===== config.mk =====
export PLATFORM = sky130hd
export DESIGN_NAME = lcd_write_arbiter_flat
export DESIGN_NICKNAME = d
export VERILOG_FILES = /design/src/rtl/lcd_pkg.sv /design/src/rtl/lcd_write_arbiter_if.sv /design/src/rtl/lcd_write_arbiter_rr_pick.sv /design/src/rtl/lcd_write_arbiter.sv /design/src/flat_wrapper.sv
export SDC_FILE = /design/constraint.sdc
export NUM_CORES = 1
export LEC_CHECK = 0
export ABC_AREA = 1
export BUFFER_PORTS_ARGS = -buffer_cell sky130_fd_sc_hd__buf_2
export CELL_PAD_IN_SITES_DETAIL_PLACEMENT = 1
export CELL_PAD_IN_SITES_GLOBAL_PLACEMENT = 2
export CORE_MARGIN = 2
export CORE_UTILIZATION = 29
export DETAILED_ROUTE_END_ITERATION = 7
export PLACE_DENSITY = 0.82
export SLEW_MARGIN = 5
export SYNTH_ARGS = -nofsm -noshare
export SYNTH_HDL_FRONTEND = slang
export SYNTH_HIERARCHICAL = 1
export SYNTH_SLANG_ARGS = --single-unit

===== constraint.sdc =====
create_clock -name sys_clk_50MHz -period 4.3 [get_ports sys_clk_50MHz]
set_clock_uncertainty 0.15 [all_clocks]
set_input_delay 0.215 -clock sys_clk_50MHz [delete_from_list [all_inputs] [get_ports sys_clk_50MHz]]
set_output_delay 0.215 -clock sys_clk_50MHz [all_outputs]
set_load 0.005 [all_outputs]

===== src/rtl/lcd_pkg.sv =====
// Constants and state encoding shared by the LCD write path (lcd_init, control, arbiter).
package lcd_pkg;

  localparam int unsigned          LCD_DW        = 9;
  localparam logic [LCD_DW-1:0]    LCD_DATA_IDLE = 9'b0_0000_0000;

  typedef enum logic [1:0] {
    IDLE,
    GRANT,
    XFER,
    REL
  } arb_state_t;

  function automatic int unsigned wrap_inc(input int unsigned idx, input int unsigned n);
    return (idx + 1 >= n) ? 0 : idx + 1;
  endfunction

endpackage


===== src/rtl/lcd_write_arbiter_if.sv =====
// Requester-side and write-engine-side signals of the shared lcd_write arbiter.
interface lcd_write_arbiter_if
  import lcd_pkg::*;
#(
  parameter int unsigned NREQ = 3,
  parameter int unsigned DW   = LCD_DW
);

  logic [NREQ-1:0]    req;
  logic [NREQ-1:0]    en_in;
  logic [NREQ-1:0]    last_in;
  logic [NREQ*DW-1:0] data_in;
  logic [NREQ-1:0]    grant;
  logic [NREQ-1:0]    done_out;
  logic [DW-1:0]      data;
  logic               en_write;
  logic               wr_done;

  modport slave (
    input  req, en_in, last_in, data_in, wr_done,
    output grant, done_out, data, en_write
  );

  modport master (
    output req, en_in, last_in, data_in, wr_done,
    input  grant, done_out, data, en_write
  );

endinterface


===== src/rtl/lcd_write_arbiter_rr_pick.sv =====
// Combinational round-robin picker: first eligible requester at or after ptr, wrapping.
module rr_pick #(
  parameter int unsigned NREQ = 3,
  parameter int unsigned IW   = (NREQ > 1) ? $clog2(NREQ) : 1
) (
  input  logic [NREQ-1:0] req_elig,
  input  logic [IW-1:0]   ptr,
  output logic [NREQ-1:0] onehot,
  output logic [IW-1:0]   idx,
  output logic            valid
);

  always_comb begin
    int unsigned pos;
    pos    = 0;
    onehot = '0;
    idx    = '0;
    valid  = 1'b0;
    for (int unsigned k = 0; k < NREQ; k++) begin
      pos = (32'(ptr) + k) % NREQ;
      if (!valid && req_elig[pos]) begin
        valid       = 1'b1;
        onehot[pos] = 1'b1;
        idx         = IW'(pos);
      end
    end
  end

endmodule


===== src/rtl/lcd_write_arbiter.sv =====
// Burst arbiter sharing one lcd_write engine between init, picture and character sources.
module lcd_write_arbiter
  import lcd_pkg::*;
#(
  parameter int unsigned    NREQ      = 3,
  parameter int unsigned    DW        = LCD_DW,
  parameter logic [DW-1:0]  DATA_IDLE = LCD_DATA_IDLE,
  parameter logic [15:0]    TIMEOUT   = 16'd50_000
) (
  input  logic                sys_clk_50MHz,
  input  logic                sys_rst,
  lcd_write_arbiter_if.slave  bus,
  input  logic                init_done,
  output logic                busy,
  output logic                err
);

  localparam int unsigned IW = (NREQ > 1) ? $clog2(NREQ) : 1;
  localparam int unsigned TW = (TIMEOUT == 16'd0) ? 1 : $clog2(32'(TIMEOUT) + 1);

  arb_state_t      state_q;
  logic [IW-1:0]   gidx_q;
  logic [NREQ-1:0] grant_q;
  logic [DW-1:0]   data_q;
  logic            en_write_q;
  logic            last_q;
  logic            err_q;
  logic [TW-1:0]   tcnt_q;
  logic [TW-1:0]   tcnt_d;

  logic [NREQ-1:0] elig;
  logic [NREQ-1:0] pick_oh;
  logic [IW-1:0]   pick_idx;
  logic [IW-1:0]   ptr;
  logic            pick_vld;
  logic            en_g;
  logic            en_other;
  logic            req_g;
  logic            last_g;
  logic            tmo_hit;
  logic [DW-1:0]   word_g;

  // Until the panel is initialised only the init sequencer may own the engine.
  assign elig = init_done ? bus.req : (bus.req & NREQ'(1));
  assign ptr  = IW'(wrap_inc(32'(gidx_q), NREQ));

  rr_pick #(
    .NREQ (NREQ),
    .IW   (IW)
  ) u_pick (
    .req_elig (elig),
    .ptr      (ptr),
    .onehot   (pick_oh),
    .idx      (pick_idx),
    .valid    (pick_vld)
  );

  assign en_g     = bus.en_in[gidx_q];
  assign en_other = |(bus.en_in & ~grant_q);
  assign req_g    = bus.req[gidx_q];
  assign last_g   = bus.last_in[gidx_q];
  assign word_g   = bus.data_in[gidx_q*DW +: DW];

  assign tcnt_d  = tcnt_q + 1'b1;
  assign tmo_hit = (TIMEOUT != 16'd0) && (tcnt_d == TW'(TIMEOUT));

  always_ff @(posedge sys_clk_50MHz or posedge sys_rst) begin
    if (sys_rst) begin
      state_q    <= IDLE;
      gidx_q     <= IW'(NREQ - 1);
      grant_q    <= '0;
      data_q     <= DATA_IDLE;
      en_write_q <= 1'b0;
      last_q     <= 1'b0;
      err_q      <= 1'b0;
      tcnt_q     <= '0;
    end else begin
      en_write_q <= 1'b0;
      case (state_q)
        IDLE: begin
          if (pick_vld) begin
            gidx_q  <= pick_idx;
            grant_q <= pick_oh;
            tcnt_q  <= '0;
            state_q <= GRANT;
          end
        end
        GRANT: begin
          if (en_other) begin
            err_q <= 1'b1;
          end
          // A withdrawn request is a clean release; a silent one is a timeout.
          if (!req_g) begin
            grant_q <= '0;
            state_q <= REL;
          end else if (en_g) begin
            data_q     <= word_g;
            en_write_q <= 1'b1;
            last_q     <= last_g;
            tcnt_q     <= '0;
            state_q    <= XFER;
          end else if (tmo_hit) begin
            err_q   <= 1'b1;
            grant_q <= '0;
            state_q <= REL;
          end else begin
            tcnt_q <= tcnt_d;
          end
        end
        XFER: begin
          if (en_g) begin
            err_q <= 1'b1;
          end
          if (bus.wr_done) begin
            if (last_q) begin
              grant_q <= '0;
              state_q <= REL;
            end else begin
              tcnt_q  <= '0;
              state_q <= GRANT;
            end
          end
        end
        REL: begin
          state_q <= IDLE;
        end
        default: begin
          state_q <= IDLE;
        end
      endcase
    end
  end

  assign bus.grant    = grant_q;
  assign bus.data     = data_q;
  assign bus.en_write = en_write_q;
  assign bus.done_out = grant_q & {NREQ{bus.wr_done && (state_q == XFER)}};
  assign busy         = (state_q != IDLE);
  assign err          = err_q;

  a_grant_onehot0 : assert property (
    @(posedge sys_clk_50MHz) disable iff (sys_rst) $onehot0(grant_q)
  );

  a_write_needs_grant : assert property (
    @(posedge sys_clk_50MHz) disable iff (sys_rst) en_write_q |-> (grant_q != '0)
  );

endmodule


===== src/flat_wrapper.sv =====
// flat-port wrapper written by rule: the top's interface ports become plain ports
module lcd_write_arbiter_flat import lcd_pkg::*;
#(
  parameter int unsigned    NREQ      = 3,
  parameter int unsigned    DW        = LCD_DW,
  parameter logic [DW-1:0]  DATA_IDLE = LCD_DATA_IDLE,
  parameter logic [15:0]    TIMEOUT   = 16'd50_000
)
  (sys_clk_50MHz, sys_rst, init_done, busy, err, bus_req, bus_en_in, bus_last_in, bus_data_in, bus_wr_done, bus_grant, bus_done_out, bus_data, bus_en_write);
  lcd_write_arbiter_if #(.NREQ(NREQ), .DW(DW)) bus_i ();
  input  logic sys_clk_50MHz;
  input  logic sys_rst;
  input  logic init_done;
  output logic busy;
  output logic err;
  input wire logic [$bits(bus_i.req)-1:0] bus_req;
  input wire logic [$bits(bus_i.en_in)-1:0] bus_en_in;
  input wire logic [$bits(bus_i.last_in)-1:0] bus_last_in;
  input wire logic [$bits(bus_i.data_in)-1:0] bus_data_in;
  input wire logic [$bits(bus_i.wr_done)-1:0] bus_wr_done;
  output wire logic [$bits(bus_i.grant)-1:0] bus_grant;
  output wire logic [$bits(bus_i.done_out)-1:0] bus_done_out;
  output wire logic [$bits(bus_i.data)-1:0] bus_data;
  output wire logic [$bits(bus_i.en_write)-1:0] bus_en_write;
  assign bus_i.req = bus_req;
  assign bus_i.en_in = bus_en_in;
  assign bus_i.last_in = bus_last_in;
  assign bus_i.data_in = bus_data_in;
  assign bus_i.wr_done = bus_wr_done;
  assign bus_grant = bus_i.grant;
  assign bus_done_out = bus_i.done_out;
  assign bus_data = bus_i.data;
  assign bus_en_write = bus_i.en_write;
  lcd_write_arbiter #(.NREQ(NREQ), .DW(DW), .DATA_IDLE(DATA_IDLE), .TIMEOUT(TIMEOUT)) u_core (.sys_clk_50MHz(sys_clk_50MHz), .sys_rst(sys_rst), .bus(bus_i), .init_done(init_done), .busy(busy), .err(err));
endmodule

=== Yosys cells after proc, flatten, opt, wreduce, memory -nomap -nowiden ===
Cells that the tools add are included.
W data, S select, Z words.

* Memory bits (writable): 0
* Output and inout bits: 18
* Memories: 0
* Logic and storage cells: 122
* Register bits: 35
* Bits in latches: 0
* ROM bits: 0

* Div/mod/pow operators: 3
* Multiplexer cells: 59
* $add $sub $neg: 4
* Reductions and logical operators: 19
* Bitwise gates (word level): 5
* Order comparisons: 8
* Equality and inequality tests: 14
* Multiply operators: 1
* Shift operators: 1

{| class="wikitable"
|+ Operators with widths
! cell !! number
|-
| $ge A32 B1 Y1 const B || 3
|-
| $lt A32 B3 Y1 const B || 3
|-
| $mux W16 || 6
|-
| $mod A32 B2 Y32 const B || 2
|-
| $pmux W16 S3 || 1
|-
| $mod A2 B2 Y32 const B || 1
|-
| $mux W3 || 10
|-
| $shiftx A27 B7 Y9 || 1
|-
| $mux W1 || 20
|-
| $mux W2 || 10
|-
| $add A16 B1 Y16 const B || 1
|-
| $eq A16 B16 Y1 const B || 1
|-
| $bmux W1 S2 || 6
|-
| $reduce_and A6 Y1 || 2
|-
| $pmux W3 S3 || 1
|-
| $ne A2 B1 Y1 const B || 4
|-
| $pmux W2 S4 || 1
|-
| $add A2 B1 Y3 const B || 2
|-
| $and A3 B3 Y3 || 2
|-
| $demux W1 S2 || 3
|-
| $logic_and A1 B1 Y1 || 6
|-
| $mul A2 B4 Y6 const B || 1
|-
| $ne A3 B3 Y1 const B || 2
|-
| $or A3 B3 Y3 || 2
|-
| 17 further kinds || 23
|}

=== Longest topological paths before layout ===
Gate-level depths: netlist of run 1.

* Word-level depth: 15
* Gate-level depth with buffers: 20

=== Modules after synthesis ===
The synthesis of run 1 kept the hierarchy.

{| class="wikitable"
|+ Modules (own cells, without submodules)
! module !! cells each !! area each (sq um) !! instances
|-
| lcd_write_arbiter || 360 || 2,422.3 || 1
|-
| rr_pick || 61 || 320.3 || 1
|}

=== Worst setup path before layout of run 1 ===
Ideal clock, no wire load.

* Path kind: register to register
* Start: reg u_core.gidx_q[0]
* End: reg u_core.tcnt_q[0]
* Cell stages (with the launch flop): 13
* Setup time: 0.065 ns
* Arrival time: 3.030 ns
* Setup slack: 1.055 ns
* Cells stage by stage: dfrtp_1 nor2_1 clkbuf_1 inv_1 ha_1 inv_2 o31ai_4 or2_1 o22ai_1 nor3b_1 buf_2 nand3_1 nand2_1

* Cells in the longest elaborated chain, start to end: 15
* Elaborated cells on any way between the ends: 32
* Those cells by class: add/sub: 3; div: 3; order compare: 1; eq/ne: 3; mux: 17; reduce/logical: 5

{| class="wikitable"
|+ Ends and longest elaborated chain
! item !! RTL line !! text
|-
| from (decl) || lcd_write_arbiter.sv:22 || <nowiki>logic [IW-1:0] gidx_q;</nowiki>
|-
| from (signal assigned) || lcd_write_arbiter.sv:70 || <nowiki>gidx_q <= IW'(NREQ - 1);</nowiki>
|-
| from (signal assigned) || lcd_write_arbiter.sv:82 || <nowiki>gidx_q <= pick_idx;</nowiki>
|-
| $add A2 B1 Y3 (*) || lcd_pkg.sv:15 || <nowiki>return (idx + 1 >= n) ? 0 : idx + 1;</nowiki>
|-
| $ge A3 B2 Y1 || lcd_pkg.sv:15 ||
|-
| $mux W2 (*) || lcd_pkg.sv:15 ||
|-
| net u_core.ptr[0] || lcd_write_arbiter.sv:34 || <nowiki>logic [IW-1:0] ptr;</nowiki>
|-
| parallel branches: the longest is 9 deep, another holds $mod A32 B2 Y32 || n/a ||
|-
| $mux W1 (*) || lcd_write_arbiter_rr_pick.sv:21 || <nowiki>if (!valid && req_elig[pos]) begin</nowiki>
|-
| net u_core.pick_vld || lcd_write_arbiter.sv:35 || <nowiki>logic pick_vld;</nowiki>
|-
| $ne A2 B1 Y1 (no line) (*) || n/a ||
|-
| $reduce_and A6 Y1 (no line) (*) || n/a ||
|-
| to (signal assigned) || lcd_write_arbiter.sv:107 || <nowiki>tcnt_q <= tcnt_d;</nowiki>
|-
| to (decl) || lcd_write_arbiter.sv:28 || <nowiki>logic [TW-1:0] tcnt_q;</nowiki>
|}

Mark *: on every way through the listed nets, which the timed path passes. The select of a mux whose other input is x is not followed.
A chain may end at the register's enable or synchronous reset.

=== Worst setup path in the final report of run 1 ===
* Start: reg u_core.gidx_q[1]
* End: reg u_core.tcnt_q[12]

* Cells in the longest elaborated chain, start to end: 15
* Elaborated cells on any way between the ends: 32
* Those cells by class: add/sub: 3; div: 3; order compare: 1; eq/ne: 3; mux: 17; reduce/logical: 5

{| class="wikitable"
|+ Ends and longest elaborated chain
! item !! RTL line
|-
| $add A2 B1 Y3 (*) || lcd_pkg.sv:15
|-
| $ge A3 B2 Y1 || lcd_pkg.sv:15
|-
| $mux W2 (*) || lcd_pkg.sv:15
|-
| parallel branches: the longest is 9 deep, another holds $mod A32 B2 Y32 || n/a
|-
| $mux W1 (*) || lcd_write_arbiter_rr_pick.sv:21
|-
| net u_core.pick_vld || lcd_write_arbiter.sv:35
|-
| $ne A2 B1 Y1 (no line) (*) || n/a
|-
| $reduce_and A6 Y1 (no line) (*) || n/a
|}

Marks and branches as above.

==> impl_metrics.prom, run 1 <==
# TYPE chip_impl_metric gauge
chip_impl_metric{name="setup_total_negative_slack",unit="ns"} 0
chip_impl_metric{name="slew_headroom",unit="%"} 49.2
chip_impl_metric{name="clk_latency",unit="ns"} 0.29
chip_impl_metric{name="finalCoreUtilization",unit="%"} 35.7
chip_impl_metric{name="ys_warn_count",unit=""} 6
chip_impl_metric{name="total_power",unit="mW"} 1.87
chip_impl_info{name="clock-root-buffer",value="clkbuf_8"} 1
chip_impl_metric{name="yosys_register_bits",unit=""} 35
chip_impl_metric{name="numPlacedInstances",unit=""} 584
chip_impl_metric{name="gp_congestion",unit=""} 0.812
chip_impl_info{name="type_of_the_tightest_min_delay_check",value="input port to flip-flop"} 1
chip_impl_metric{name="fp-row-count",unit=""} 35
chip_impl_metric{name="initial_core_util",unit="%"} 29.8
chip_impl_info{name="setup.worst_path.start_class",value="flip-flop"} 1
chip_impl_metric{name="dr.pass1.iters",unit=""} 4
chip_impl_metric{name="cts_hold_buffers",unit=""} 1
chip_impl_metric{name="cts-htree-levels",unit=""} 2
chip_impl_metric{name="route.vias.total",unit=""} 2817
chip_impl_metric{name="synth_seq_area_share",unit="%"} 32.0
chip_impl_metric{name="via_count_of_the_first_global_routing_pass",unit=""} 2864
chip_impl_info{name="critical_path.endpoint_type",value="flip-flop"} 1
chip_impl_metric{name="synthArstFlopShare",unit="%"} 100
chip_impl_info{name="synth_common_cells",value="158 x nand2_1, 43 x inv_1, 41 x nand3_1"} 1
chip_impl_metric{name="synth_cell_type_count",unit=""} 36
chip_impl_metric{name="yosys.area.top_type_share",unit="%"} 31.0
chip_impl_metric{name="crit_arrival",unit="ns"} 3.24
chip_impl_metric{name="tritoncts.num_buffers",unit=""} 5
chip_impl_metric{name="finalSetupViolCount",unit=""} 0
chip_impl_metric{name="grt_first_pass_wirelength",unit="mm"} 13.4
chip_impl_metric{name="finalHoldViolations",unit=""} 0
chip_impl_info{name="tritoncts",value="built"} 1
chip_impl_metric{name="clock.fmax",unit="GHz"} 0.316
chip_impl_metric{name="die_height",unit="µm"} 101
chip_impl_info{name="synthFlopType",value="dfrtp_1"} 1
chip_impl_metric{name="finish.net_count",unit=""} 532
chip_impl_metric{name="antenna_cells_inserted",unit=""} 0
chip_impl_metric{name="cts_buffer_depth",unit=""} 2
chip_impl_metric{name="hold-worst-slack",unit="ns"} 0.102
chip_impl_metric{name="static-leakage-power",unit="nW"} 1.65
chip_impl_metric{name="slew_violations",unit=""} 0
chip_impl_metric{name="placed_cell_area",unit="µm²"} 3150
chip_impl_metric{name="grt_max_degree",unit=""} 36
chip_impl_metric{name="grt_remaining_overflow",unit=""} 0
chip_impl_metric{name="detail_route.drc_violations",unit=""} 0
chip_impl_metric{name="ratio_of_cells_with_drive_above_1_in_the_final_layout",unit="%"} 21.4
chip_impl_metric{name="synthesis.nets",unit=""} 472
chip_impl_info{name="status",value="complete, no violations"} 1
chip_impl_metric{name="worst-path-max-fanout",unit=""} 14
chip_impl_info{name="rsz0062_at_grt",value="no"} 1
chip_impl_metric{name="worst_setup_hold_path_clk_slew",unit="ns"} 0.07
chip_impl_metric{name="netlist_area",unit="µm²"} 2740
chip_impl_metric{name="avgViaCountPerCell",unit=""} 4.75
chip_impl_metric{name="design.portCount",unit=""} 58
chip_impl_metric{name="peakVddDrop",unit="µV"} 271
chip_impl_info{name="synthTopCellsByArea",value="dfrtp_1 31%, nand2_1 22%, nand3_1 7.5%"} 1
chip_impl_info{name="synth_top_cell_by_area",value="dfrtp_1"} 1
chip_impl_info{name="cpMaxStageDelayCell",value="dfstp_2"} 1
chip_impl_metric{name="worst-endpoint-required",unit="ns"} 4.38
chip_impl_metric{name="dp.final_hpwl",unit="mm"} 6.22
chip_impl_metric{name="finalWorstPathRequiredPeriod",unit="ns"} 3.16
chip_impl_info{name="crit_type",value="flip-flop to flip-flop"} 1
chip_impl_metric{name="post_cts_resized",unit=""} 0
chip_impl_metric{name="grt_use_total",unit="%"} 16.2
chip_impl_info{name="worst_path_dominant_cell_family",value="simple AND/OR/NAND/NOR gates"} 1
chip_impl_metric{name="worst-path-buf-inv",unit=""} 4
chip_impl_metric{name="clock_sinks",unit=""} 35
chip_impl_metric{name="max_cap_violations",unit=""} 0
chip_impl_metric{name="place.port_buffers",unit=""} 57
chip_impl_metric{name="fin_area",unit="µm²"} 3280
chip_impl_metric{name="detail-route-antenna-nets",unit=""} 0
chip_impl_metric{name="grt_antenna_before_repair",unit=""} 1
chip_impl_metric{name="synth_edf_count",unit=""} 0
chip_impl_metric{name="core_region_area",unit="µm²"} 9200
chip_impl_metric{name="mean_instance_size_in_the_synthesized_netlist",unit="µm²"} 6.51
chip_impl_metric{name="worst_slew_pin_slew",unit="ns"} 0.759
chip_impl_metric{name="syn_inst",unit=""} 421
chip_impl_metric{name="stdcell_count",unit=""} 593
chip_impl_metric{name="placement.setup.worst_slack",unit="ns"} 1.13
chip_impl_metric{name="max_stage_delay_on_crit_path",unit="ns"} 0.53
chip_impl_metric{name="layout_setup_ws",unit="ns"} 1.14
chip_impl_metric{name="die_width",unit="µm"} 101
chip_impl_metric{name="die_area",unit="µm²"} 10300
chip_impl_metric{name="detail_route.wl_per_cell",unit="µm"} 13.1
chip_impl_metric{name="postRouteWirelength",unit="mm"} 7.79
chip_impl_info{name="dominant_cell_by_count_in_the_synthesized_netlist",value="nand2_1"} 1
chip_impl_info{name="cp_cell_sequence",value="inv_1 > nand2_1 > inv_1 > ha_1 > inv_2 > o31ai_4 > or2_1 > o22ai_1 > nor3b_2 > buf_4 > nand3_1 > nand2_1"} 1
chip_impl_metric{name="cts_setup_buffers",unit=""} 0
chip_impl_metric{name="pwr_density_cell",unit="nW/µm²"} 571
chip_impl_metric{name="post-route-period-util",unit="%"} 73.5
chip_impl_metric{name="drt_iter0_drc",unit=""} 116
chip_impl_metric{name="area_growth_syn_to_layout",unit="%"} 19.7
-- state kept, by name (all words and copies together) (netlist names) --
name / count
u_core/state_q: 2
u_core/bus.grant: 3
u_core/bus.en_write: 1
u_core/err: 1
u_core/tcnt_q: 16
u_core/last_q: 1
u_core/gidx_q: 2
u_core/bus.data: 9
-- cells in the final DEF (no fill, tap or decap), types with 2 or more instances in the layout --
cell and instances:
nand2_1 158, buf_2 57, inv_1 43, nand3_1 41
nor2_1 40, dfrtp_1 34, nand4_1 14, ha_1 11
o21a_1 10, nor2_2 8, a21oi_1 8, nand2_2 7
inv_2 7, clkbuf_8 6, o21ai_0 4, buf_4 4
nand3b_1 3, nand2_4 3, o21ai_2 2, nand3_2 2
a211o_1 2
-- cell families (layout without fill, tap and decap cells) --
logic type	after synthesis	after routing	synth area share [%]
and+or+nand+nor	279	279	44.7
buffers and inverters	60	121	8.71
DFF	35	35	32.0
AOI/OAI and AO/OA	34	34	8.90
adders and majority gates	11	11	5.02
xor gates and xnor gates	1	1	0.319
muxes	1	1	0.411
-- worst min-delay path, cell delays in order --
cell	delay (ns)
buf_2	0.07
nand2_1	0.04
nand4_1	0.07
o21a_1	0.11
-- path summary, 6_finish.rpt --
kind / start / endpoint / slack, ns / cells after the start
hold reg to reg: u_core/bus.data[0] / u_core/bus.data[0] / 0.35 / 1
min in group asynchronous: sys_rst / u_core/bus.data[0] / 0.42 / 4
setup reg to reg: u_core/gidx_q[1] / u_core/tcnt_q[12] / 1.14 / 12
max in group asynchronous: sys_rst / u_core/gidx_q[1] / 3.22 / 4
setup / recovery: u_core/gidx_q[1] / u_core/tcnt_q[12] / 1.14 / 12
hold / removal: bus_data_in[3] / u_core/bus.data[3] / 0.10 / 4
-- cell type report --
class / count / area, µm²
tap: 111 / 139
fill: 1209 / 5910
sequential: 35 / 877
timing repair buffer: 62 / 325
clock buffer: 6 / 82.6
multi-input combinational: 326 / 1630
inverter: 51 / 191
clock inverter: 2 / 35.0
-- power breakdown --
group          internal [mW]  total [mW]  switching (mW)
clock network          0.188       0.312           0.124
logic                  0.371        1.08           0.711
registers              0.417       0.479          0.0622
-- per-layer routing --
metal | track usage (%) | share of wire (%) | vias to the layer above | wire length (µm)
li1 | - | - | 1455 | -
met1 | 22.7 | 49 | 1283 | 3850
met2 | 26.0 | 45 | 69 | 3490
met3 | 3.59 | 5.2 | 8 | 402
met4 | 2.91 | 0.51 | 2 | 40
met5 | 0 | 0.14 | - | 11
Note: power is estimated with default switching activity, not from simulation.
==> run 2: changes to the inputs <==
==> constraint.sdc (replaced) <==
create_clock -name sys_clk_50MHz -period 3 [get_ports sys_clk_50MHz]
set_clock_uncertainty 0.15 [all_clocks]
set_input_delay 0.15 -clock sys_clk_50MHz [delete_from_list [all_inputs] [get_ports sys_clk_50MHz]]
set_output_delay 0.15 -clock sys_clk_50MHz [all_outputs]
set_load 0.005 [all_outputs]
==> impl_metrics.prom, run 2 (synthesis gave the netlist of run 1 again) <==
# TYPE chip_impl_metric gauge
chip_impl_metric{name="crit_arrival",unit="ns"} 2.79
chip_impl_metric{name="post-route-period-util",unit="%"} 92.0
chip_impl_metric{name="clock_sinks",unit=""} 35
chip_impl_metric{name="worst_slew_pin_slew",unit="ns"} 0.515
chip_impl_metric{name="static-leakage-power",unit="nW"} 1.67
chip_impl_metric{name="slew_headroom",unit="%"} 65.6
chip_impl_metric{name="setup_total_negative_slack",unit="ns"} 0
chip_impl_metric{name="die_width",unit="µm"} 101
chip_impl_metric{name="layout_setup_ws",unit="ns"} 0.239
chip_impl_info{name="critPathMostFrequentCell",value="nand2_1"} 1
chip_impl_metric{name="pwr_density_cell",unit="nW/µm²"} 832
chip_impl_metric{name="core_region_area",unit="µm²"} 9200
chip_impl_metric{name="grt_use_total",unit="%"} 17.1
chip_impl_metric{name="grt_antenna_before_repair",unit=""} 0
chip_impl_metric{name="die_height",unit="µm"} 101
chip_impl_metric{name="via_count_of_the_first_global_routing_pass",unit=""} 3007
chip_impl_metric{name="worst-path-max-fanout",unit=""} 5
chip_impl_metric{name="detail_route.drc_violations",unit=""} 0
chip_impl_info{name="mostFrequentLayoutCell",value="nand2_1"} 1
chip_impl_info{name="cp_cell_sequence",value="inv_1 > nand2_1 > inv_1 > ha_4 > inv_2 > o31ai_4 > or2_4 > o22ai_4 > inv_2 > o21ai_0 > a211o_1 > inv_1 > nand2_1 > nand2_1 > nand2_1"} 1
chip_impl_metric{name="max_stage_delay_on_crit_path",unit="ns"} 0.53
chip_impl_metric{name="total_power",unit="mW"} 2.78
chip_impl_metric{name="avgViaCountPerCell",unit=""} 4.81
chip_impl_metric{name="finalWorstPathRequiredPeriod",unit="ns"} 2.76
chip_impl_info{name="rsz0062_at_grt",value="no"} 1
chip_impl_metric{name="stdcell_count",unit=""} 599
chip_impl_info{name="clock-root-buffer",value="clkbuf_8"} 1
chip_impl_info{name="final_cell_mix",value="158 x nand2_1, 57 x buf_2, 42 x inv_1"} 1
chip_impl_metric{name="placement.setup.worst_slack",unit="ns"} -0.0122
chip_impl_metric{name="placed_cell_area",unit="µm²"} 3180
chip_impl_metric{name="finalHoldViolations",unit=""} 0
chip_impl_metric{name="drt_iter0_drc",unit=""} 63
chip_impl_metric{name="dr.pass1.iters",unit=""} 4
chip_impl_metric{name="initial_core_util",unit="%"} 29.8
chip_impl_metric{name="finish.net_count",unit=""} 538
chip_impl_metric{name="grt_max_degree",unit=""} 36
chip_impl_metric{name="detail-route-antenna-nets",unit=""} 0
chip_impl_metric{name="postRouteWirelength",unit="mm"} 8.05
chip_impl_metric{name="clock.fmax",unit="GHz"} 0.362
chip_impl_info{name="critical_path.endpoint_type",value="flip-flop"} 1
chip_impl_metric{name="detail_route.wl_per_cell",unit="µm"} 13.4
chip_impl_info{name="type_of_the_tightest_min_delay_check",value="input port to flip-flop"} 1
chip_impl_info{name="largest_register",value="u_core/tcnt_q"} 1
chip_impl_metric{name="worst_setup_hold_path_clk_slew",unit="ns"} 0.07
chip_impl_metric{name="tritoncts.num_buffers",unit=""} 5
chip_impl_metric{name="grt_first_pass_wirelength",unit="mm"} 14.2
chip_impl_metric{name="cts_buffer_depth",unit=""} 2
chip_impl_metric{name="cts-htree-levels",unit=""} 2
chip_impl_metric{name="fin_area",unit="µm²"} 3340
chip_impl_metric{name="finalCoreUtilization",unit="%"} 36.4
chip_impl_info{name="cpMaxStageDelayCell",value="dfstp_2"} 1
chip_impl_metric{name="area_growth_syn_to_layout",unit="%"} 21.9
chip_impl_metric{name="finalSetupViolCount",unit=""} 0
chip_impl_metric{name="fp-row-count",unit=""} 35
chip_impl_metric{name="place.port_buffers",unit=""} 57
chip_impl_metric{name="gp_congestion",unit=""} 0.811
chip_impl_metric{name="numPlacedInstances",unit=""} 588
chip_impl_info{name="status",value="complete, no violations"} 1
chip_impl_metric{name="max_cap_violations",unit=""} 0
chip_impl_metric{name="route.vias.total",unit=""} 2882
chip_impl_metric{name="dp.final_hpwl",unit="mm"} 6.30
chip_impl_metric{name="antenna_cells_inserted",unit=""} 0
chip_impl_info{name="crit_type",value="flip-flop to flip-flop"} 1
chip_impl_metric{name="clk_latency",unit="ns"} 0.30
chip_impl_metric{name="design.portCount",unit=""} 58
chip_impl_metric{name="grt_remaining_overflow",unit=""} 0
chip_impl_metric{name="die_area",unit="µm²"} 10300
chip_impl_metric{name="peakVddDrop",unit="µV"} 348
chip_impl_metric{name="worst-endpoint-required",unit="ns"} 3.03
chip_impl_metric{name="slew_violations",unit=""} 0
chip_impl_info{name="tritoncts",value="built"} 1
chip_impl_metric{name="max_reg_flops",unit=""} 16
chip_impl_metric{name="hold-worst-slack",unit="ns"} 0.0351
chip_impl_metric{name="n_fill_cell",unit=""} 1223
chip_impl_info{name="setup.worst_path.start_class",value="flip-flop"} 1
chip_impl_metric{name="ratio_of_cells_with_drive_above_1_in_the_final_layout",unit="%"} 23.4
## run 2: repair_timing
action	4_1_cts	5_1_grt
pin swaps	0	2
resized for setup	1	8
setup buffers	0	2
endpoints found under the setup margin	16	19
endpoints found under the hold margin	34	0
hold buffers	1	0
## run 2: cell type report
class	instances	area [µm²]	area share, %
clock buffer	6	72.6	2.17
multi-input combinational	326	1680	50.3
sequential	35	877	26.2
tap	111	139	4.15
inverter	51	191	5.72
timing repair buffer	68	370	11.1
clock inverter	2	12.5	0.374
## run 2: layer usage
layer / GRT usage (%) / share of wire, %
met5: 0 / 0
met4: 4.78 / 1.2
met3: 4.55 / 5.2
met2: 27.9 / 47
met1: 22.4 / 47
## run 2: path summary, 6_finish.rpt
| kind | startpoint | end | slack [ns] | cells after the start |
|---|---|---|---|---|
| hold / removal | bus_data_in[21] | u_core/bus.data[3] | 0.04 | 4 |
| max in group asynchronous | sys_rst | u_core/gidx_q[1] | 1.99 | 4 |
| hold reg to reg | u_core/bus.data[4] | u_core/bus.data[4] | 0.34 | 1 |
| setup reg to reg | u_core/gidx_q[1] | u_core/bus.grant[2] | 0.24 | 15 |
| setup / recovery | u_core/gidx_q[1] | u_core/bus.grant[2] | 0.24 | 15 |
| min in group asynchronous | sys_rst | u_core/bus.data[3] | 0.35 | 4 |
## run 2: critical path: cells and delay by family (launching register included)
kind | cells | cell delay (ns)
buf+inv | 5 | 0.42
flops | 1 | 0.53
compound gates | 4 | 0.74
fa+ha+maj | 1 | 0.31
simple gates | 5 | 0.50
## run 2: where the power goes
| group | switching, mW | internal, mW | leakage, nW |
|---|---|---|---|
| Sequential | 0.0848 | 0.598 | 0.448 |
| Clock | 0.186 | 0.162 | 0.0412 |
| Combinational | 1.10 | 0.656 | 1.18 |
